$ cat src/rtl/ro_meter_pkg.sv
// Shared constants for the ring-oscillator frequency meter: register map,
// CTRL/STATUS bit positions and the measurement FSM states.
package ro_meter_pkg;

  localparam logic [1:0] REG_CTRL   = 2'd0;
  localparam logic [1:0] REG_GATE   = 2'd1;
  localparam logic [1:0] REG_COUNT  = 2'd2;
  localparam logic [1:0] REG_STATUS = 2'd3;

  localparam int CTRL_GO      = 0;
  localparam int CTRL_ABORT   = 1;
  localparam int CTRL_OSC_LSB = 4;
  localparam int CTRL_MUX_LSB = 12;

  localparam int STAT_BUSY = 0;
  localparam int STAT_DONE = 1;
  localparam int STAT_OVF  = 2;

  typedef enum logic [1:0] {
    IDLE    = 2'd0,
    SETTLE  = 2'd1,
    MEASURE = 2'd2,
    DONE    = 2'd3
  } state_t;

endpackage

$ cat src/rtl/ro_edge_sync.sv
// Brings the asynchronous oscillator output into the clock domain and emits a
// one-cycle pulse per rising edge seen after synchronization.
module ro_edge_sync #(
  parameter int STAGES = 2
) (
  input  logic clk,
  input  logic rst_n,
  input  logic din,
  output logic rise
);

  logic [STAGES-1:0] sync_q;
  logic              prev_q;

  always_ff @(posedge clk or negedge rst_n) begin
    if (!rst_n) begin
      sync_q <= '0;
      prev_q <= 1'b0;
    end else begin
      sync_q <= {sync_q[STAGES-2:0], din};
      prev_q <= sync_q[STAGES-1];
    end
  end

  assign rise = sync_q[STAGES-1] & ~prev_q;

endmodule

$ cat src/rtl/ro_freq_meter.sv
// Ring-oscillator frequency meter: Wishbone register file plus a settle/measure
// FSM counting synchronized oscillator rising edges over a programmable gate.
module ro_freq_meter
  import ro_meter_pkg::*;
#(
  parameter int CNT_W       = 24,
  parameter int GATE_W      = 24,
  parameter int SETTLE_CYC  = 16,
  parameter int SYNC_STAGES = 2
) (
  input  logic        wb_clk_i,
  input  logic        wb_rst_ni,
  input  logic        wbs_cyc_i,
  input  logic        wbs_stb_i,
  input  logic        wbs_we_i,
  input  logic [3:0]  wbs_sel_i,
  input  logic [31:0] wbs_adr_i,
  input  logic [31:0] wbs_dat_i,
  output logic        wbs_ack_o,
  output logic [31:0] wbs_dat_o,
  input  logic        ro_i,
  output logic [4:0]  ro_sel_o,
  output logic        ro_start_o,
  output logic [3:0]  mux_sel_o,
  output logic        busy_o
);

  state_t            state;
  logic [31:0]       timer;
  logic [GATE_W-1:0] gate;
  logic [CNT_W-1:0]  count;
  logic              done_f, ovf_f;
  logic [4:0]        osc_sel;
  logic [3:0]        mux_sel;
  logic              ro_rise;

  logic        acc, wr, busy;
  logic [1:0]  adr;
  logic [31:0] bmask, ctrl_img, ctrl_new, rdata;
  logic [GATE_W-1:0] gate_new;
  logic        go, abort, done_clr, ovf_clr;
  logic        unused;

  ro_edge_sync #(.STAGES(SYNC_STAGES)) u_sync (
    .clk  (wb_clk_i),
    .rst_n(wb_rst_ni),
    .din  (ro_i),
    .rise (ro_rise)
  );

  // A new access is accepted only while ack is low, forcing an idle cycle between accesses.
  assign acc   = wbs_cyc_i & wbs_stb_i & ~wbs_ack_o;
  assign wr    = acc & wbs_we_i;
  assign adr   = wbs_adr_i[3:2];
  assign busy  = (state != IDLE);
  assign bmask = {{8{wbs_sel_i[3]}}, {8{wbs_sel_i[2]}}, {8{wbs_sel_i[1]}}, {8{wbs_sel_i[0]}}};

  assign go       = wr && adr == REG_CTRL   && wbs_sel_i[0] && wbs_dat_i[CTRL_GO];
  assign abort    = wr && adr == REG_CTRL   && wbs_sel_i[0] && wbs_dat_i[CTRL_ABORT];
  assign done_clr = wr && adr == REG_STATUS && wbs_sel_i[0] && wbs_dat_i[STAT_DONE];
  assign ovf_clr  = wr && adr == REG_STATUS && wbs_sel_i[0] && wbs_dat_i[STAT_OVF];

  always_comb begin
    ctrl_img = '0;
    ctrl_img[CTRL_OSC_LSB +: 5] = osc_sel;
    ctrl_img[CTRL_MUX_LSB +: 4] = mux_sel;
    ctrl_new = (ctrl_img & ~bmask) | (wbs_dat_i & bmask);
    gate_new = (gate & ~bmask[GATE_W-1:0]) | (wbs_dat_i[GATE_W-1:0] & bmask[GATE_W-1:0]);
  end

  always_comb begin
    rdata = '0;
    case (adr)
      REG_CTRL:   rdata = ctrl_img;
      REG_GATE:   rdata[GATE_W-1:0] = gate;
      REG_COUNT:  rdata[CNT_W-1:0]  = count;
      default: begin
        rdata[STAT_BUSY] = busy;
        rdata[STAT_DONE] = done_f;
        rdata[STAT_OVF]  = ovf_f;
      end
    endcase
  end

  always_ff @(posedge wb_clk_i or negedge wb_rst_ni) begin
    if (!wb_rst_ni) begin
      wbs_ack_o <= 1'b0;
      wbs_dat_o <= '0;
      osc_sel   <= '0;
      mux_sel   <= '0;
      gate      <= '0;
    end else begin
      wbs_ack_o <= acc;
      if (acc) wbs_dat_o <= rdata;
      // Configuration is frozen for the whole measurement.
      if (wr && !busy && adr == REG_CTRL) begin
        osc_sel <= ctrl_new[CTRL_OSC_LSB +: 5];
        mux_sel <= ctrl_new[CTRL_MUX_LSB +: 4];
      end
      if (wr && !busy && adr == REG_GATE) gate <= gate_new;
    end
  end

  always_ff @(posedge wb_clk_i or negedge wb_rst_ni) begin
    if (!wb_rst_ni) begin
      state      <= IDLE;
      timer      <= '0;
      count      <= '0;
      done_f     <= 1'b0;
      ovf_f      <= 1'b0;
      ro_start_o <= 1'b0;
    end else begin
      if (done_clr) done_f <= 1'b0;
      if (ovf_clr)  ovf_f  <= 1'b0;
      if (abort) begin
        state      <= IDLE;
        ro_start_o <= 1'b0;
      end else begin
        case (state)
          IDLE: if (go) begin
            state      <= SETTLE;
            count      <= '0;
            ovf_f      <= 1'b0;
            timer      <= 32'(SETTLE_CYC - 1);
            ro_start_o <= 1'b1;
          end
          SETTLE: if (timer == '0) begin
            if (gate != '0) begin
              state <= MEASURE;
              timer <= 32'(gate) - 32'd1;
            end else begin
              state      <= DONE;
              ro_start_o <= 1'b0;
            end
          end else begin
            timer <= timer - 32'd1;
          end
          MEASURE: begin
            if (ro_rise) begin
              if (count == '1) ovf_f <= 1'b1;
              else             count <= count + CNT_W'(1);
            end
            if (timer == '0) begin
              state      <= DONE;
              ro_start_o <= 1'b0;
            end else begin
              timer <= timer - 32'd1;
            end
          end
          DONE: begin
            state  <= IDLE;
            done_f <= 1'b1;
          end
          default: state <= IDLE;
        endcase
      end
    end
  end

  assign ro_sel_o  = osc_sel;
  assign mux_sel_o = mux_sel;
  assign busy_o    = busy;
  assign unused    = ^{wbs_adr_i[31:4], wbs_adr_i[1:0], ctrl_new};

endmodule

$ cat config.mk
export PLATFORM = sky130hd
export DESIGN_NAME = ro_freq_meter
export DESIGN_NICKNAME = d
export VERILOG_FILES = /design/src/rtl/ro_meter_pkg.sv /design/src/rtl/ro_edge_sync.sv /design/src/rtl/ro_freq_meter.sv
export SDC_FILE = /design/constraint.sdc
export NUM_CORES = 1
export LEC_CHECK = 0
export BUFFER_PORTS_ARGS = -buffer_cell sky130_fd_sc_hd__buf_2
export CAP_MARGIN = 10
export CORE_ASPECT_RATIO = 0.5
export CORE_MARGIN = 2
export CORE_UTILIZATION = 40
export DETAILED_ROUTE_END_ITERATION = 12
export SKIP_CTS_REPAIR_TIMING = 1
export SLEW_MARGIN = 20
export SYNTH_ARGS = -nofsm -noshare
export SYNTH_HDL_FRONTEND = slang
export SYNTH_SLANG_ARGS = --single-unit
export TNS_END_PERCENT = 1
$ cat constraint.sdc
create_clock -name wb_clk_i -period 4.3 [get_ports wb_clk_i]
set_clock_uncertainty 0.2 [all_clocks]
set_input_delay 0.215 -clock wb_clk_i [delete_from_list [all_inputs] [get_ports wb_clk_i]]
set_output_delay 0.215 -clock wb_clk_i [all_outputs]
set_load 0.05 [all_outputs]
==> results of run 1 <==
final timing paths:
path | slack (ns) | to | startpoint | cells after the start
max in group asynchronous | 2.77 | count[20] | wb_rst_ni | 3
worst max register to register | 0.74 | timer[23] | wbs_ack_o | 7
worst max-delay path | 0.74 | timer[23] | wbs_ack_o | 7
worst min register to register | 0.15 | u_sync.sync_q[1] | u_sync.sync_q[0] | 0
min in group asynchronous | 0.16 | count[0] | wb_rst_ni | 2
worst min-delay path | -0.008 | done_f | wbs_we_i | 3
worst max-delay path, delay by kind of cell, from the launching register on:
| family | cells | cell delay (ns) |
|---|---|---|
| buffers and inverters | 1 | 0.34 |
| flip-flops | 1 | 0.37 |
| AO/OA/AOI/OAI | 3 | 1.37 |
| AND/OR/NAND/NOR | 3 | 1.16 |
cells in the final DEF, fill, tap and decap left out, types with 10 or more instances in the layout:
| cell type | count |
|---|---|
| inv_1 | 14 |
| or3_1 | 17 |
| mux2i_1 | 17 |
| nand4_1 | 19 |
| xor2_1 | 15 |
| nor3_1 | 21 |
| nor2_1 | 90 |
| a21oi_1 | 33 |
| a221oi_1 | 17 |
| nand3_1 | 21 |
| buf_2 | 69 |
| o21ai_0 | 26 |
| nand2_1 | 48 |
| a22o_1 | 10 |
| clkbuf_16 | 17 |
| nor4_1 | 14 |
| mux2_2 | 35 |
| or4_1 | 13 |
| o21ai_1 | 29 |
| xnor2_1 | 18 |
| dlygate4sd3_1 | 27 |
| dfrtp_1 | 122 |
cells by family after synthesis:
family / after synthesis / synth area share [%]
AND/OR/NAND/NOR: 295 / 22.3
buffers and inverters: 58 / 3.82
other: 1 / 0.0527
flip-flops: 122 / 42.9
adder cells (fa/ha/maj): 8 / 1.41
XOR/XNOR: 33 / 4.06
AO/OA/AOI/OAI: 185 / 17.5
multiplexers: 52 / 7.93
final cells by class:
cell class | instances | area, sq um
fill | 1604 | 8930
multi-input combinational | 581 | 3820
sequential | 122 | 3050
timing repair buffer | 105 | 683
clock buffer | 20 | 457
tap | 234 | 293
clock inverter | 11 | 98.8
inverter | 16 | 60.1
metrics by stage:
stage | area [sq um] | instances | power, W
floorplan | 7140 | 761 | 0.00339
global placement | 7630 | 1031 | 0.00401
detailed placement | 7630 | 1031 | 0.00405
CTS | 8190 | 1062 | 0.00542
global route | 8470 | 1089 | 0.00579
finish | 8470 | 1089 | 0.00547
power by group:
part           switching, W  internal, W  total, W
Sequential         0.000235      0.00133   0.00156
Combinational       0.00170     0.000849   0.00255
Clock              0.000541     0.000820   0.00136
Total               0.00248      0.00300   0.00547
layer usage:
metal  routed length, um  up-vias  GRT usage (%)
met5                   0        -              0
met4                 149        0           5.05
met3                 991       14           4.13
met2                9890      186           34.8
met1                9690     3193           32.7
li1                    -     2987              -
==> results.json, run 1 <==
{
  "worstPathCellList": "nand3b_2 -> inv_2 -> a41oi_1 -> or3_1 -> a21oi_2 -> nand2_1 -> o31ai_1",
  "worst_pin_slew_ns": 0.963,
  "period_share_pct": 82.8,
  "p_leak_nw": 3.87,
  "drive_gt1_share_pct": 18.9,
  "hold_ws_ns": -0.00820,
  "crit_arrival_ns": 3.67,
  "synth-seq-cells": 122,
  "place_congestion": 0.891,
  "cts_sinks": 122,
  "yosysTopAreaCell": "dfrtp_1",
  "synth_area_per_cell_sq_um": 9.43,
  "ys_top_cells_by_count": "dfrtp_1 (122), nor2_1 (90), nand2_1 (48)",
  "hpwl_um": 14500,
  "synth_top_area_share_pct": 42.9,
  "final-setup-viol-count": 0,
  "grt_max_degree": 47,
  "start_util_pct": 40.9,
  "syn_area_sq_um": 7110,
  "fin_util_pct": 48.7,
  "ir_drop_mv": 0.345,
  "grt_usage_pct": 22.5,
  "vias": 6380,
  "viasPerCell": 5.86,
  "hold_viol": 1,
  "clk_pin_slew_ns": 0.06,
  "first_pass_iters": 5,
  "end_kind": "flop",
  "core_sq_um": 17400,
  "final_max_slew_viol_count": 0,
  "numPortBuffers": 70,
  "ys.flop_type": "dfrtp_1",
  "critPathRequiredTime_ns": 4.41,
  "status": "complete, but fails checks",
  "dieHeight_um": 98.3,
  "yosys.cell_types.count": 71,
  "overflow": 0,
  "path_class": "flop to flop",
  "rsz0062_at_grt": "no",
  "ctsLongestPathBuffers": 2,
  "cellPowerDensity_nw_per_um2": 646,
  "critPathMaxFanout": 22,
  "chipWidth_um": 193,
  "io_pins": 118,
  "dp_slack_ns": 0.786,
  "cts_tree": "yes",
  "min_period_ns": 3.56,
  "synth.area.top_cells": "dfrtp_1 (43%), mux2_2 (5.5%), nor2_1 (4.8%), nand2_1 (2.5%), mux2i_1 (2.4%)",
  "root_buffer": "clkbuf_16",
  "hp-class": "input pin to flop",
  "numCtsBuffers": 17,
  "rows": 34,
  "synthArstFlopShare_pct": 100,
  "synthCells": 754,
  "start_kind": "flop",
  "drt_iter0_markers": 561,
  "ant_nets": 0,
  "antennaDiodeCount": 0,
  "wirelength_um": 20700,
  "wl_per_cell_um": 19.0,
  "area_growth_syn_to_layout_pct": 19.1,
  "seq_area_frac_synth_pct": 42.9,
  "synth_warnings": 0,
  "drv_cap": 0,
  "failed_checks": "negative hold slack",
  "fin_tns_setup_ns": 0,
  "worst_slack_ns": 0.741,
  "crit_slowest_cell": "a21oi_2",
  "clk_latency_ns": 0.41,
  "htreeDepth": 4,
  "dieArea_sq_um": 18900,
  "grt_pass1_wl_um": 33100,
  "slew_headroom_pct": 35.8,
  "clock.fmax_mhz": 281,
  "route.detailed.drc": 0,
  "grt_antenna_before_repair": 0,
  "grt_pass1_vias": 5965,
  "synth_edf_count": 0,
  "layout.nets": 925,
  "cpPeakStageDelay_ns": 0.72,
  "post-synth-top-count-cell": "dfrtp_1"
}
(Power assumes the default switching activity.)
==> run 2: changes to the inputs <==
clock period = 3.6 ns   (was 4.3 ns; I/O delays follow)
==> results.json, run 2 (synthesis gave the netlist of run 1 again) <==
{
  "drv_cap": 0,
  "seq_power_share_pct": 28.1,
  "start_kind": "flop",
  "slew_headroom_pct": 37.6,
  "r2r_end": "timer[23]",
  "final_max_slew_viol_count": 0,
  "ctsLongestPathBuffers": 2,
  "hp-class": "input pin to flop",
  "final_cell_mix": "dfrtp_1 (122), nor2_1 (90), buf_2 (69), nand2_1 (48), mux2_2 (35)",
  "crit_arrival_ns": 3.47,
  "critPathRequiredTime_ns": 3.73,
  "vias": 6256,
  "numPortBuffers": 70,
  "drt_iter0_markers": 470,
  "grt_antenna_before_repair": 0,
  "p_leak_nw": 3.94,
  "hold_viol": 0,
  "path_class": "flop to flop",
  "regToRegStartpoint": "wbs_ack_o",
  "worstPathCellList": "nand3b_2 -> inv_2 -> a41oi_1 -> or3_1 -> a21oi_2 -> nand2_1 -> o31ai_1",
  "min-delay-start": "wbs_stb_i",
  "combinationalPowerShare_pct": 46.1,
  "worst_slack_ns": 0.255,
  "met2_usage_pct": 34.1,
  "cts_sinks": 122,
  "area_growth_syn_to_layout_pct": 21.0,
  "antennaDiodeCount": 0,
  "reg2reg_depth": 7,
  "path_delay_family": "compound AO/OA/AOI/OAI gates",
  "fin_util_pct": 49.5,
  "clk_latency_ns": 0.42,
  "overflow": 0,
  "htreeDepth": 4,
  "grt.met1_usage_pct": 32.3,
  "cts_tree": "yes",
  "clock.fmax_mhz": 299,
  "swShare_pct": 45.2,
  "rsz0062_at_grt": "no",
  "viasPerCell": 5.67,
  "grt_pass1_vias": 5964,
  "p_clk_share_pct": 25.8,
  "critPathMaxFanout": 19,
  "cpPeakStageDelay_ns": 0.71,
  "dieArea_sq_um": 18900,
  "r2r_slack_ns": 0.25,
  "numCtsBuffers": 17,
  "layout_commonest_cell": "dfrtp_1",
  "rows": 34,
  "hold_depth": 5,
  "drive_gt1_share_pct": 19.9,
  "dp_slack_ns": 0.257,
  "io_pins": 118,
  "place_congestion": 0.880,
  "core_sq_um": 17400,
  "hpwl_um": 14300,
  "dieHeight_um": 98.3,
  "crit_slowest_cell": "a21oi_2",
  "root_buffer": "clkbuf_16",
  "fin_tns_setup_ns": 0,
  "min_to": "wbs_dat_o[1]",
  "grt_usage_pct": 22.4,
  "grt_max_degree": 123,
  "worst_pin_slew_ns": 0.937,
  "end_kind": "flop",
  "grt_util_met3_pct": 4.57,
  "final-setup-viol-count": 0,
  "top_usage_layer": "met2",
  "ant_nets": 0,
  "wl_per_cell_um": 18.4,
  "grt_pass1_wl_um": 32900,
  "p_sw_w": 0.00300,
  "first_pass_iters": 5,
  "p_int_w": 0.00363,
  "start_util_pct": 40.9,
  "status": "finished clean",
  "period_share_pct": 92.9,
  "clk_pin_slew_ns": 0.06,
  "ir_drop_mv": 0.440,
  "critical_path_buf_inv_count": 1,
  "layout.nets": 938,
  "min_period_ns": 3.35,
  "route.detailed.drc": 0,
  "wirelength_um": 20300,
  "cellPowerDensity_nw_per_um2": 770,
  "chipWidth_um": 193
}
run 2: changes by cell type in the layout (fill, tap and decap cells not counted), sizes merged:
cell / before / now
clkinvlp: 3 / 4
buf: 78 / 88
dlygate4sd3: 27 / 30
inv: 15 / 20
clkbuf: 20 / 19
clkinv: 8 / 4
run 2: how the worst max path moves through the flow:
| stage | to | slack, ns | startpoint | cells after the start |
|---|---|---|---|---|
| after CTS | timer[23] | 0.24 | wbs_ack_o | 7 |
| after floorplan | timer[31] | 0.94 | wbs_ack_o | 8 |
| final | timer[23] | 0.25 | wbs_ack_o | 7 |
| after global placement | timer[23] | 0.33 | wbs_ack_o | 7 |
| after global routing | timer[23] | 0.08 | wbs_ack_o | 7 |
| after detailed placement | timer[23] | 0.26 | wbs_ack_o | 7 |
run 2: cell type report:
cell class,instances,area [sq um]
inverter,16,60.1
clock inverter,13,133
multi-input combinational,581,3810
tap,234,293
clock buffer,19,453
sequential,122,3050
timing repair buffer,118,801
fill,1627,8790
run 2: routing by layer:
layer	vias up	part of all wire (%)	wire [um]
met1	3067	48	9680
met5	-	0	0
li1	3013	-	-
met4	0	1.4	291
met3	22	5.0	1030
met2	154	46	9320
run 2: stage by stage:
stage | hold WS (ns) | std cells | total power (W) | instance area, sq um
floorplan | -0.316 | 761 | 0.00404 | 7140
global placement | 0.0889 | 1041 | 0.00483 | 7720
detailed placement | 0.0925 | 1041 | 0.00487 | 7720
CTS | -0.342 | 1073 | 0.00659 | 8310
global route | 0.0901 | 1103 | 0.00702 | 8610
finish | 0.0477 | 1103 | 0.00663 | 8610
run 2: tightest hold or removal path, stage by stage:
cell      delay [ns]
buf_2           0.10
nand3b_2        0.09
inv_2           0.11
nor2_1          0.10
nor2_1          0.05
run 2: power by group through the flow:
stage          clock [W]  combinational (W)  sequential (W)
2_1_floorplan          0            0.00205         0.00199
3_3_place_gp           0            0.00296         0.00187
3_5_place_dp           0            0.00299         0.00188
4_1_cts          0.00173            0.00300         0.00186
5_1_grt          0.00179            0.00333         0.00190
6_report         0.00171            0.00305         0.00186
==> run 3: changes to the inputs <==
clock period = 2.7 ns   (was 3.6 ns; I/O delays follow)
==> results.json, run 3 (synthesis gave the netlist of run 1 again) <==
{
  "drive_gt1_share_pct": 25.6,
  "core_sq_um": 17400,
  "dieHeight_um": 98.3,
  "hold_viol": 0,
  "wirelength_um": 21500,
  "place_congestion": 0.861,
  "min_to": "wbs_ack_o",
  "reg2reg_depth": 8,
  "total_power_w": 0.00949,
  "root_buffer": "clkbuf_16",
  "slew_headroom_pct": 52.5,
  "rows": 34,
  "dp_slack_ns": 0.0678,
  "critPathMaxFanout": 5,
  "grt_usage_pct": 23.5,
  "min_period_ns": 2.60,
  "p_leak_nw": 4.23,
  "regToRegStartpoint": "wbs_ack_o",
  "fin_util_pct": 52.3,
  "r2r_slack_ns": 0.10,
  "clock.fmax_mhz": 385,
  "drt_iter0_markers": 419,
  "ant_nets": 0,
  "cellPowerDensity_nw_per_um2": 1040,
  "min-delay-start": "wbs_stb_i",
  "hpwl_um": 15400,
  "r2r_end": "timer[11]",
  "io_pins": 118,
  "rsz0062_at_grt": "yes",
  "grt_max_degree": 97,
  "period_share_pct": 96.3,
  "cts_sinks": 122,
  "end_kind": "flop",
  "final_max_slew_viol_count": 0,
  "grt_pass1_wl_um": 34700,
  "start_kind": "flop",
  "antennaDiodeCount": 0,
  "wl_per_cell_um": 18.6,
  "vias": 6619,
  "area_growth_syn_to_layout_pct": 27.9,
  "layout.nets": 995,
  "status": "finished clean",
  "chipWidth_um": 193,
  "ir_drop_mv": 0.615,
  "numCtsBuffers": 17,
  "crit_arrival_ns": 2.76,
  "viasPerCell": 5.71,
  "worst_pin_slew_ns": 0.708,
  "first_pass_iters": 4,
  "clk_latency_ns": 0.43,
  "dieArea_sq_um": 18900,
  "clk_pin_slew_ns": 0.07,
  "hp-class": "input pin to flop",
  "start_util_pct": 40.9,
  "grt_antenna_before_repair": 0,
  "cts_tree": "yes",
  "htreeDepth": 4,
  "route.detailed.drc": 0,
  "final_cell_mix": "dfrtp_1 (122), nor2_1 (90), buf_4 (72), buf_2 (69), nand2_1 (48)",
  "layout_commonest_cell": "dfrtp_1",
  "worst_slack_ns": 0.101,
  "final-setup-viol-count": 0,
  "overflow": 0,
  "critPathRequiredTime_ns": 2.86,
  "grt_pass1_vias": 6491,
  "path_class": "flop to flop",
  "ctsLongestPathBuffers": 2,
  "drv_cap": 0,
  "hold_depth": 4,
  "numPortBuffers": 70
}
==> run 3: how the worst max path moves through the flow <==
| stage | from | to | slack (ns) | cells past startpoint |
|---|---|---|---|---|
| 5_1_grt | timer[17] | state[0] | -0.01 | 6 |
| 6_report | wbs_ack_o | timer[11] | 0.10 | 8 |
| 4_1_cts | wbs_ack_o | count[3] | 0.03 | 9 |
| 3_3_place_gp | timer[20] | timer[12] | 0.11 | 7 |
| 2_1_floorplan | wbs_ack_o | timer[31] | 0.04 | 8 |
| 3_5_place_dp | wbs_ack_o | timer[11] | 0.07 | 8 |
==> run 3: metal layers <==
layer  global-route usage, %  share of wire [%]  wire (um)  vias to the layer above
li1                        -                  -          -                     3131
met1                    33.1                 47      10200                     3302
met2                    37.0                 46       9980                      159
met3                    4.57                4.7       1020                       27
met4                    6.87                1.5        332                        0
met5                       0                  0          0                        -
==> run 3: final cells by class <==
cell class	count	area (sq um)
Timing Repair Buffer	175	1250
Fill cell	1592	8310
Inverter	16	60.1
Sequential cell	122	3050
Multi-Input combinational cell	581	3850
Clock buffer	17	425
Tap cell	234	293
Clock inverter	15	155
==> run 3: report_power, final <==
| group | internal, W | switching [W] | leakage [nW] |
|---|---|---|---|
| Combinational | 0.00189 | 0.00289 | 2.32 |
| Sequential | 0.00211 | 0.000319 | 1.63 |
| Clock | 0.00130 | 0.000984 | 0.279 |
==> run 3: worst max-delay path, cell delays in order, from the launching register on <==
cell      delay, ns
dfrtp_1        0.38
nand3b_2       0.25
inv_2          0.11
a41oi_2        0.18
or3_4          0.40
a211oi_1       0.58
buf_4          0.23
nand2_1        0.07
o21ai_1        0.13
==> run 3: metrics by stage <==
stage               hold WS (ns)  area [sq um]  TNS [ns]  cells
floorplan                 -0.361          7140         0    761
global placement          -0.125          8150         0   1097
detailed placement        -0.115          8150         0   1097
CTS                       -0.566          8730         0   1129
global route              0.0116          9090   -0.0628   1160
finish                   0.00425          9090         0   1160
